--- config.mk ---
export PLATFORM = sky130hd
export DESIGN_NAME = instr_fetch_unit
export DESIGN_NICKNAME = d
export VERILOG_FILES = /design/src/rtl/instr_fetch_unit.sv
export SDC_FILE = /design/constraint.sdc
export NUM_CORES = 1
export LEC_CHECK = 0
export ABC_AREA = 1
export CAP_MARGIN = 20
export CORE_MARGIN = 8
export CORE_UTILIZATION = 51
export CTS_CLUSTER_SIZE = 30
export DETAILED_ROUTE_END_ITERATION = 10
export GPL_ROUTABILITY_DRIVEN = 0
export GPL_TIMING_DRIVEN = 0
export PLACE_DENSITY = 0.93
export SLEW_MARGIN = 5
export SYNTH_ARGS = -nofsm -noshare
export SYNTH_HDL_FRONTEND = slang
export SYNTH_SLANG_ARGS = --single-unit
--- constraint.sdc ---
create_clock -name clock -period 4.2 [get_ports clock]
set_input_delay 0.84 -clock clock [delete_from_list [all_inputs] [get_ports clock]]
set_output_delay 0.84 -clock clock [all_outputs]
set_load 0.05 [all_outputs]
--- src/rtl/instr_fetch_unit.sv ---
// -----------------------------------------------------------------------------
// instr_fetch_unit
//
// Purpose:
//   Fetch stage sitting in front of a combinational instruction ROM. Owns the
//   program counter, presents it as the ROM word address, and registers the
//   returned 32-bit LEGv8 word toward decode over a valid/ready handshake.
//   Unconditional B is resolved here. Redirects (taken CBZ, BR) come from
//   execute. Fetch stops on the halt word (BR XZR).
//
// Ports:
//   clock            in   1   system clock, rising edge
//   reset_n          in   1   synchronous, active-low reset
//   rom_address      out  16  word address to ROM (= pc, combinational)
//   rom_data         in   32  ROM word for rom_address, same cycle
//   instr            out  32  registered instruction to decode
//   instr_pc         out  16  word address instr came from
//   instr_valid      out  1   instr/instr_pc hold a live instruction
//   instr_ready      in   1   decode accepts instr this cycle
//   redirect_valid   in   1   execute requests a pc change
//   redirect_target  in   16  new word address
//   halted           out  1   fetch stopped on HALT_WORD
//   issue_count      out  16  completed handshakes, wraps modulo 2^16
// -----------------------------------------------------------------------------
module instr_fetch_unit #(
    parameter logic [15:0] RESET_PC  = 16'h0000,
    parameter logic [31:0] HALT_WORD = 32'hD60003E0
) (
    input  logic        clock,
    input  logic        reset_n,
    output logic [15:0] rom_address,
    input  logic [31:0] rom_data,
    output logic [31:0] instr,
    output logic [15:0] instr_pc,
    output logic        instr_valid,
    input  logic        instr_ready,
    input  logic        redirect_valid,
    input  logic [15:0] redirect_target,
    output logic        halted,
    output logic [15:0] issue_count
);

    localparam logic [5:0] B_OPCODE = 6'b000101;

    typedef enum logic [0:0] {
        FETCH = 1'b0,
        HALT  = 1'b1
    } state_t;

    state_t      state_q, state_d;
    logic [15:0] pc_q, pc_d;
    logic [31:0] instr_q, instr_d;
    logic [15:0] instr_pc_q, instr_pc_d;
    logic        instr_valid_q, instr_valid_d;
    logic        halted_q, halted_d;
    logic [15:0] issue_count_q, issue_count_d;

    logic        slot_free;
    logic        handshake;
    logic        is_branch;
    logic [15:0] fetch_next_pc;

    assign slot_free = !instr_valid_q || instr_ready;
    assign handshake = instr_valid_q && instr_ready;
    assign is_branch = (rom_data[31:26] == B_OPCODE);

    // The sign-extended imm26 truncated to 16 bits is just its low 16 bits,
    // so the branch target is a plain modulo-2^16 add.
    assign fetch_next_pc = is_branch ? (pc_q + rom_data[15:0]) : (pc_q + 16'd1);

    always_comb begin
        state_d       = state_q;
        pc_d          = pc_q;
        instr_d       = instr_q;
        instr_pc_d    = instr_pc_q;
        instr_valid_d = instr_valid_q;
        halted_d      = halted_q;
        issue_count_d = issue_count_q;

        // The handshake completes on its own regardless of what else
        // happens to the slot this cycle (redirect flush, halt detect).
        if (handshake) begin
            issue_count_d = issue_count_q + 16'd1;
        end

        if (redirect_valid) begin
            // Flush wins even over a stalled live instruction.
            pc_d          = redirect_target;
            instr_valid_d = 1'b0;
            state_d       = FETCH;
            halted_d      = 1'b0;
        end else begin
            case (state_q)
                FETCH: begin
                    if (slot_free) begin
                        if (rom_data == HALT_WORD) begin
                            // Halt word is never issued; pc stays on it.
                            instr_valid_d = 1'b0;
                            state_d       = HALT;
                            halted_d      = 1'b1;
                        end else begin
                            instr_d       = rom_data;
                            instr_pc_d    = pc_q;
                            instr_valid_d = 1'b1;
                            pc_d          = fetch_next_pc;
                        end
                    end
                end
                HALT: begin
                    if (handshake) begin
                        instr_valid_d = 1'b0;
                    end
                end
                default: begin
                    state_d = FETCH;
                end
            endcase
        end
    end

    always_ff @(posedge clock) begin
        if (!reset_n) begin
            state_q       <= FETCH;
            pc_q          <= RESET_PC;
            instr_q       <= 32'h0;
            instr_pc_q    <= 16'h0;
            instr_valid_q <= 1'b0;
            halted_q      <= 1'b0;
            issue_count_q <= 16'h0;
        end else begin
            state_q       <= state_d;
            pc_q          <= pc_d;
            instr_q       <= instr_d;
            instr_pc_q    <= instr_pc_d;
            instr_valid_q <= instr_valid_d;
            halted_q      <= halted_d;
            issue_count_q <= issue_count_d;
        end
    end

    assign rom_address = pc_q;
    assign instr       = instr_q;
    assign instr_pc    = instr_pc_q;
    assign instr_valid = instr_valid_q;
    assign halted      = halted_q;
    assign issue_count = issue_count_q;

endmodule

==> flow_metrics.env <==
export IMPL_min_path_cells=2
export IMPL_crit_path_start_kind="input pin"
export IMPL_syn2layout_area_growth_pct=37.3
export IMPL_dieArea_um2=12100
export IMPL_placedCellCount=936
export IMPL_drt_wl_total_um=15200
export IMPL_root_buffer="clkbuf_8"
export IMPL_grt_pass1_vias=5061
export IMPL_drive_gt1_frac=0.0474
export IMPL_max_freq_ghz=0.293
export IMPL_synthCells=696
export IMPL_fin_ws_ns=0.783
export IMPL_path_buf_inv=3
export IMPL_cp_top_family="simple AND/OR/NAND/NOR gates"
export IMPL_crit_arrival_ns=3.66
export IMPL_reg2reg_slack_ns=2.19
export IMPL_r2r_start="rom_address[0]"
export IMPL_critical_path_class="input pin to flip-flop"
export IMPL_synth_edff_count=0
export IMPL_cp_required_ns=4.44
export IMPL_yosysSeqAreaShare=0.370
export IMPL_fin_area_um2=6170
export IMPL_synthDistinctLibCells=31
export IMPL_cp_slowest_cell="clkdlybuf4s50_1"
export IMPL_grt_usage=0.249
export IMPL_numPortBuffers=132
export IMPL_grt_overflow=0
export IMPL_cts_sinks=83
export IMPL_post_dp_hpwl_um=11800
export IMPL_core_um2=8640
export IMPL_swShare=0.341
export IMPL_yosysWarnings=0
export IMPL_pwr_share_seq=0.430
export IMPL_ir_drop_mv=0.281
export IMPL_syn_avg_cell_area_um2=6.45
export IMPL_grt_max_degree=16
export IMPL_critPathCaptureType="flip-flop"
export IMPL_p_int_mw=1.33
export IMPL_maxCapViolations=0
export IMPL_fin_setup_tns_ns=0
export IMPL_clkPwrFrac=0.322
export IMPL_final_util=0.714
export IMPL_leakage_nw=2.80
export IMPL_ctsHoldBuffers=0
export IMPL_wire_per_inst_um=15.9
export IMPL_h_tree_depth=3
export IMPL_ant_nets=0
export IMPL_fp_row_count=34
export IMPL_syn_nets=765
export IMPL_num_vias=5161
export IMPL_initial_core_util=0.520
export IMPL_status="finished, final reports clean"
export IMPL_post_cts_setup_buffers=0
export IMPL_stdcell_count=952
export IMPL_hold_end="issue_count[15]"
export IMPL_cp_num_cells=17
export IMPL_report_power_total_mw=2.02
export IMPL_numCtsBuffers=9
export IMPL_reg2reg_depth=9
export IMPL_antenna_found_initial=0
export IMPL_period_share=0.814
export IMPL_cts_resized=0
export IMPL_finalHoldViolCount=0
export IMPL_final_cell_mix="nand2_1 (160), nor2_1 (132), clkdlybuf4s50_1 (132), inv_1 (87), dfxtp_1 (83)"
export IMPL_crit_fanout=10
export IMPL_clkTransAtPathRegs_ns=0.10
export IMPL_vias_per_cell=5.42
export IMPL_grt_pass1_wl_um=23800
export IMPL_die_h_um=110
export IMPL_p_switching_mw=0.688
export IMPL_min_from="issue_count[15]"
export IMPL_syn_area_um2=4490
export IMPL_finalNetCount=908
export IMPL_slowest_delay_ns=0.54
export IMPL_hp_class="flip-flop to flip-flop"
export IMPL_fill_cells=676
export IMPL_placed_cell_area_um2=5950
export IMPL_period_needed_ns=3.42
export IMPL_max_slew_margin=0.595
export IMPL_rsz0062_at_grt="false"
export IMPL_final_max_slew_viol_count=0
export IMPL_cts_tree="built"
export IMPL_drt_iter0_drc=453
export IMPL_clock_skew_ns=0.0155
export IMPL_place_worst_setup_slack_ns=0.585
export IMPL_synth_flop_cell="dfxtp_1"
export IMPL_die_w_um=110
export IMPL_ios=134
export IMPL_first_pass_iters=5
export IMPL_worstPathCellList="clkdlybuf4s50_1, nand2_1, nor2_1, nand2_1, clkbuf_1, nor2_1, ha_1, nand2_1, inv_1, nand2_1, nand2_1, a21oi_1, nand3_1, nand3_1, nor2_1, nor2_1, nor2_1"
export IMPL_hold_worst_slack_ns=0.497
export IMPL_finalSetupViolations=0
export IMPL_clkLatencyLatePin_ns=0.37
export IMPL_drc=0
export IMPL_diodes=0
export IMPL_power_density_nw_per_um2=327
export IMPL_layout_cells_most_common="nand2_1"
export IMPL_async_reset_ff_frac=0
export IMPL_clk_path_buf_depth=2
export IMPL_reg2reg_to="rom_address[8]"
export IMPL_ys_ff_latch=83
export IMPL_tightest_slew_ns=0.608
export IMPL_p_comb_frac=0.247
-- flip-flops by register name (all words and copies together), names as in the netlist --
| signal | cells |
|---|---|
| halted | 1 |
| rom_address | 16 |
| instr | 32 |
| instr_pc | 16 |
| state_q | 1 |
| issue_count | 16 |
| instr_valid | 1 |
-- area by class of cell --
cell class / instances / area (µm²) / area share
clock buffers: 11 / 151 / 0.0245
flip-flops and latches: 83 / 1660 / 0.269
plain buffers: 23 / 125 / 0.0203
clock inverters: 5 / 67.6 / 0.0110
well taps: 108 / 135 / 0.0219
inverters: 90 / 338 / 0.0548
repair buffers: 132 / 1320 / 0.214
multi-input cells: 500 / 2370 / 0.384
-- cell families after synthesis --
family          count (synthesis)  synth area share
fa+ha+maj                      17            0.0490
flops                          83             0.370
simple gates                  352             0.322
compound gates                123             0.140
xor+xnor                        8            0.0156
buf+inv                       113             0.103
-- synthesized netlist by cell type, drive strengths merged (3+ instances only) --
cell    number  area (µm²)
o21a         3        22.5
xor2         3        26.3
ha          16         200
xnor2        5        43.8
nand4       10        62.6
inv         90         338
a21oi       54         270
buf          7        58.8
o21ai       62         310
dfxtp       83        1660
nand3b       3        22.5
clkbuf      16        66.3
nor3        13        70.1
nor2       134         513
nand3       26         140
nand2      162         613
-- power groups by stage --
stage | Sequential [mW] | Clock (mW) | Combinational [mW]
floorplan | 1.04 | 0 | 0.139
global placement | 0.882 | 0 | 0.484
detailed placement | 0.884 | 0 | 0.495
finish | 0.868 | 0.650 | 0.499
global route | 0.873 | 0.677 | 0.532
CTS | 0.866 | 0.642 | 0.498
-- metal layers --
metal  GRT usage  part of all wire  wire length [µm]
met1       0.295              0.40              6100
met2       0.413              0.46              7040
met3      0.0604             0.096              1460
met4       0.122             0.038               581
met5           0                 0                 0
-- worst min-delay path, stage by stage (launching register included) --
cell and delay [ns]:
dfxtp_1 0.34, inv_1 0.06, a21oi_1 0.06
-- worst max path at each step --
stage                      end  slack [ns]         start
2_1_floorplan  rom_address[11]        1.55  rom_data[29]
3_3_place_gp   rom_address[15]        0.66  rom_data[28]
3_5_place_dp   rom_address[13]        0.58  rom_data[27]
4_1_cts        rom_address[13]        0.86  rom_data[28]
5_1_grt        rom_address[13]        0.62  rom_data[28]
6_report       rom_address[13]        0.78  rom_data[28]
No activity file was read; power rests on OpenSTA's default activity.
